--- config.mk ---
export PLATFORM = sky130hd
export DESIGN_NAME = serial_adder
export DESIGN_NICKNAME = d
export VERILOG_FILES = /design/src/rtl/serial_adder.sv
export SDC_FILE = /design/constraint.sdc
export NUM_CORES = 1
export LEC_CHECK = 0
export ABC_AREA = 1
export BUFFER_PORTS_ARGS = -buffer_cell sky130_fd_sc_hd__buf_2
export CAP_MARGIN = 25
export CORE_AREA = 2 2 62 64
export DETAILED_ROUTE_END_ITERATION = 8
export DIE_AREA = 0 0 64 66
export PLACE_DENSITY = 0.79
export REMOVE_ABC_BUFFERS = 1
export SETUP_SLACK_MARGIN = 0.02
export SYNTH_ARGS = -nofsm -noshare
export SYNTH_HDL_FRONTEND = slang
export SYNTH_SLANG_ARGS = --single-unit
export TNS_END_PERCENT = 100
--- constraint.sdc ---
create_clock -name clk -period 1.3 [get_ports clk]
set_input_delay 0.13 -clock clk [delete_from_list [all_inputs] [get_ports clk]]
set_output_delay 0.13 -clock clk [all_outputs]
set_load 0.005 [all_outputs]
--- src/rtl/serial_adder.sv ---
// serial_adder
//   Multi-cycle adder/subtractor. Operands are latched on an accepted start
//   and consumed DIGIT bits per clock through a ripple of full-adder cells,
//   with the inter-digit carry held in a register. K = WIDTH/DIGIT cycles
//   after the start edge the result is copied into s/cout and done pulses.
//
//   Optional feature macro: SERIAL_ADDER_OVF_EN (adds the ovf port and the
//   signed-overflow register).
//
//   Ports
//     clk    in   rising-edge clock
//     rst    in   synchronous active-high reset
//     start  in   request, accepted when not running
//     sub    in   0: a + b + cin, 1: a - b
//     a, b   in   WIDTH-bit operands, sampled on accepted start
//     cin    in   carry-in (ignored for subtract)
//     busy   out  high while an operation is in flight
//     done   out  one-cycle pulse when s/cout are updated
//     s      out  result, held until the next completion
//     cout   out  carry out of the MSB (subtract: 1 = no borrow)
//     ovf    out  signed overflow (SERIAL_ADDER_OVF_EN only)
//
//   state | meaning
//   IDLE  | waiting for start
//   RUN   | one digit step per clock, K steps total
//   DONE  | single-cycle result strobe; a start here is accepted
module serial_adder #(
    parameter int WIDTH = 8,
    parameter int DIGIT = 1
) (
    input  logic             clk,
    input  logic             rst,
    input  logic             start,
    input  logic             sub,
    input  logic [WIDTH-1:0] a,
    input  logic [WIDTH-1:0] b,
    input  logic             cin,
    output logic             busy,
    output logic             done,
    output logic [WIDTH-1:0] s,
    output logic             cout
`ifdef SERIAL_ADDER_OVF_EN
    ,
    output logic             ovf
`endif
);

    localparam int K  = WIDTH / DIGIT;
    localparam int CW = (K > 1) ? $clog2(K) : 1;
    localparam logic [CW-1:0] LAST = CW'(K - 1);

    typedef enum logic [1:0] {
        S_IDLE,
        S_RUN,
        S_DONE
    } state_t;

    state_t           state_q, state_d;
    logic [WIDTH-1:0] a_q, a_d;
    logic [WIDTH-1:0] b_q, b_d;
    logic [WIDTH-1:0] acc_q, acc_d;
    logic             carry_q, carry_d;
    logic [CW-1:0]    cnt_q, cnt_d;
    logic [WIDTH-1:0] s_q, s_d;
    logic             cout_q, cout_d;

    logic [DIGIT-1:0] dsum;
    logic             c_msb_in;
    logic             c_out;
    logic             c_rip;
    logic [WIDTH-1:0] acc_shift;

    // Digit slice: ripple of full-adder cells over the low DIGIT bits.
    always_comb begin
        dsum     = '0;
        c_msb_in = 1'b0;
        c_rip    = carry_q;
        for (int i = 0; i < DIGIT; i++) begin
            dsum[i] = a_q[i] ^ b_q[i] ^ c_rip;
            if (i == DIGIT - 1) begin
                c_msb_in = c_rip;
            end
            c_rip = ((a_q[i] ^ b_q[i]) & c_rip) | (a_q[i] & b_q[i]);
        end
        c_out = c_rip;
    end

    // New digit enters at the top; after K steps digit 0 sits at bit 0.
    assign acc_shift = (acc_q >> DIGIT) | (WIDTH'(dsum) << (WIDTH - DIGIT));

`ifdef SERIAL_ADDER_OVF_EN
    logic ovf_q, ovf_d;
`endif

    always_comb begin
        state_d = state_q;
        a_d     = a_q;
        b_d     = b_q;
        acc_d   = acc_q;
        carry_d = carry_q;
        cnt_d   = cnt_q;
        s_d     = s_q;
        cout_d  = cout_q;
`ifdef SERIAL_ADDER_OVF_EN
        ovf_d   = ovf_q;
`endif
        case (state_q)
            S_RUN: begin
                a_d     = a_q >> DIGIT;
                b_d     = b_q >> DIGIT;
                acc_d   = acc_shift;
                carry_d = c_out;
                cnt_d   = cnt_q + CW'(1);
                if (cnt_q == LAST) begin
                    state_d = S_DONE;
                    cnt_d   = '0;
                    s_d     = acc_shift;
                    cout_d  = c_out;
`ifdef SERIAL_ADDER_OVF_EN
                    ovf_d   = c_out ^ c_msb_in;
`endif
                end
            end
            default: begin
                state_d = S_IDLE;
                if (start) begin
                    state_d = S_RUN;
                    a_d     = a;
                    // Subtract as a + ~b + 1.
                    b_d     = sub ? ~b : b;
                    carry_d = sub ? 1'b1 : cin;
                    cnt_d   = '0;
                end
            end
        endcase
    end

    always_ff @(posedge clk) begin
        if (rst) begin
            state_q <= S_IDLE;
            a_q     <= '0;
            b_q     <= '0;
            acc_q   <= '0;
            carry_q <= 1'b0;
            cnt_q   <= '0;
            s_q     <= '0;
            cout_q  <= 1'b0;
        end else begin
            state_q <= state_d;
            a_q     <= a_d;
            b_q     <= b_d;
            acc_q   <= acc_d;
            carry_q <= carry_d;
            cnt_q   <= cnt_d;
            s_q     <= s_d;
            cout_q  <= cout_d;
        end
    end

`ifdef SERIAL_ADDER_OVF_EN
    always_ff @(posedge clk) begin
        if (rst) begin
            ovf_q <= 1'b0;
        end else begin
            ovf_q <= ovf_d;
        end
    end

    assign ovf = ovf_q;
`else
    // Carry into the MSB only feeds the overflow flag.
    logic unused_c_msb_in;
    assign unused_c_msb_in = c_msb_in;
`endif

    assign busy = (state_q == S_RUN);
    assign done = (state_q == S_DONE);
    assign s    = s_q;
    assign cout = cout_q;

endmodule
==> impl_metrics.py <==
metrics = {
    "timing": {
        "rsz0062_at_grt": "true",
        "fmax_mhz": 813,
        "drv_slew": 0,
        "fin_crit_sh_pct": 94.7,
        "setup_tns_ns": 0,
        "setup_ws_ns": 0.0694,
        "tightest_slew_ns": 0.482,
        "fin_crit_ns": 1.23,
        "skew_ns": 0.0100,
        "slew_headroom_pct": 67.8,
        "setup_viol": 0,
        "finalHoldViolCount": 0,
    },
    "worst_setup_path": {
        "critPathRequiredTime_ns": 1.17,
        "end_kind": "primary output",
        "crit_fanout": 8,
        "reg2reg_setup_slack_ns": 0.12,
        "worstPathArrival_ns": 1.10,
        "worstSetupPathType": "reg -> out",
        "startpoint_type": "flip-flop",
    },
    "pwr": {
        "powerDensity_nw_per_um2": 1060,
        "p_leak_nw": 1.05,
        "peakVddDrop_mv": 0.918,
    },
    "synthesis": {
        "synth_seq_cells": 38,
        "ys_seq_area_share_pct": 44.9,
        "synthMuxAreaShare_pct": 0,
        "ys_warn_count": 0,
        "synth_fa_ha_area_share_pct": 2.66,
        "synth_area_leaders": "dfxtp_1 45%, nand2_1 13%, nand3_1 12%, nor2_1 8.9%, xnor2_1 4.1%",
        "synth_xor_area_share_pct": 4.13,
        "synth_area_leader_cell": "dfxtp_1",
        "syn_area_per_cell_um2": 7.28,
        "synth_top_area_share_pct": 44.9,
        "syn_area_um2": 1700,
        "synth_cells": 233,
        "synthSimpleGateAreaFrac_pct": 36.2,
        "ys_types": 18,
        "synth_top_family_by_area": "simple AND/OR/NAND/NOR gates",
        "synth_compound_area_share_pct": 3.99,
    },
    "clock_tree": {
        "cts_hold_buf": 0,
        "worst_skew_pair.late_latency_ns": 0.33,
        "cts_tree": "yes",
        "cts_made_buffers": 5,
        "cts_buffer_depth": 2,
        "cts_max_level": 2,
        "clock-sinks": 38,
        "clk_pin_slew_ns": 0.11,
        "clockRootBuffer": "clkbuf_4",
    },
    "layout": {
        "synthToLayoutAreaGrowth_pct": 23.6,
        "multi_input_area_um2": 840,
        "fillCellCount": 322,
        "regArea_um2": 763,
        "drive_gt1_share_pct": 22.4,
        "final_nets": 295,
        "insertedDiodeCount": 0,
    },
    "global_routing": {
        "gr-total-overflow": 0,
        "met3_usage_pct": 4.60,
        "grt_use_met2_pct": 27.9,
        "antenna_found_initial": 0,
        "grt_max_degree": 26,
        "grt_use_total_pct": 16.9,
        "grt_pass1_vias": 1335,
        "globalRouteMet1Util_pct": 21.6,
        "grt-busiest-layer": "met2",
        "grt_pass1_wl_um": 5660,
    },
    "run_status": {
        "status": "complete, no violations",
    },
    "floorplanning": {
        "die_h_um": 66,
        "dieWidth_um": 64,
        "ios": 32,
        "core_area_um2": 3550,
        "rows": 22,
        "start_util_pct": 47.7,
        "die_area_um2": 4220,
    },
    "hold_path": {
        "min_path_type": "in -> reg",
    },
    "placement": {
        "pre_cts_ws_ns": 0.0528,
        "port_buffers": 31,
        "dp_hpwl_um": 2200,
        "gp_congestion": 0.767,
    },
    "routing": {
        "drt_wl_total_um": 3380,
        "dr.pass1.iters": 4,
        "ant_nets": 0,
        "drt-initial-drc-count": 94,
        "wl_per_cell_um": 10.6,
        "vias": 1539,
        "drc_errors": 0,
        "vias_per_cell": 4.81,
    },
    "job": {
        "maxCapViolations": 0,
    },
}
## logic make-up (layout without fill, tap and decap cells)
family | Yosys count | in the layout
and+or+nand+nor | 143 | 144
adders and majority gates | 3 | 3
AOI/OAI and AO/OA | 13 | 13
xor gates and xnor gates | 8 | 8
buffers and inverters | 28 | 66
DFF | 38 | 38
## cell usage after synthesis
library cell	count
buf_2	8
inv_1	14
fa_1	1
buf_6	3
xnor2_1	8
nor2_8	1
a21boi_0	1
clkbuf_1	2
a21oi_1	4
ha_1	2
nor2_1	40
inv_2	1
o21ai_0	8
dfxtp_1	38
nor2_2	1
nand2_1	59
nand2_4	1
nand3_1	41
## per-layer routing
| metal | wire length, µm | up-vias |
|---|---|---|
| met5 | 0 | - |
| met4 | 50 | 0 |
| met3 | 164 | 6 |
| met2 | 1560 | 40 |
| met1 | 1600 | 683 |
| li1 | - | 810 |
## layout make-up
class	count	share of cell area, %
clock buffer	6	2.45
inverter	15	2.69
sequential	38	36.4
tap	48	2.87
timing repair buffer	43	14.9
clock inverter	2	0.597
multi-input combinational	168	40.1
## metrics by stage
step	total power [mW]	hold WS (ns)	cell area, µm²	utilization (%)	cells
3_3_place_gp	1.58	0.396	1920	54.1	306
5_1_grt	2.36	0.0572	2100	59.0	320
6_report	2.23	0.0528	2100	59.0	320
4_1_cts	2.24	0.0496	2040	57.6	318
3_5_place_dp	1.58	0.409	1920	54.1	306
2_1_floorplan	1.45	0.199	1610	-	220
## repair_timing
action | CTS | global route
pin swaps | 1 | 3
setup endpoints to repair | 1 | 22
gates cloned | 1 | 1
resized for setup | 2 | 9
buffers inserted | 3 | 1
## power by group
group	internal [mW]	leakage [nW]	switching, mW
clock	0.260	0.0343	0.379
combinational	0.158	0.700	0.179
sequential	1.22	0.311	0.0337
total	1.64	1.05	0.591
## flip-flops by register name (all words and copies together) (netlist names)
name      flops
c_msb_in      1
acc_q         7
state_q       2
a_q           8
cnt_q         3
s             8
b_q           8
cout          1
## critical path: stages (launching register included)
cell	delay, ns
dfxtp_2	0.37
inv_2	0.05
nor2_4	0.13
buf_12	0.13
buf_6	0.09
## path summary, 6_finish.rpt
path                                 start      to  cells past startpoint
worst max-delay path            state_q[0]    busy                      4
worst min-delay path                  a[7]  a_q[7]                      3
worst min register to register    acc_q[1]    s[0]                      2
worst max register to register    cnt_q[0]    s[6]                      6
## cell usage in the layout (no fill, tap or decap)
master,synthesis,layout
nand2_1,59,57
nand3_1,41,41
nor2_1,40,40
dfxtp_1,38,36
buf_2,8,30
inv_1,14,14
xnor2_1,8,8
o21ai_0,8,8
buf_4,0,7
clkbuf_4,0,5
a21oi_1,4,4
buf_12,0,3
nor2_4,0,2
nand2_2,0,2
dfxtp_2,0,2
buf_6,3,2
inv_2,1,1
nand2_8,0,1
nor2_8,1,1
a21boi_0,1,1
fa_1,1,1
ha_1,2,1
ha_4,0,1
clkinvlp_4,0,1
clkinv_2,0,1
clkbuf_8,0,1
buf_16,0,1
No activity file was read; power rests on OpenSTA's default activity.
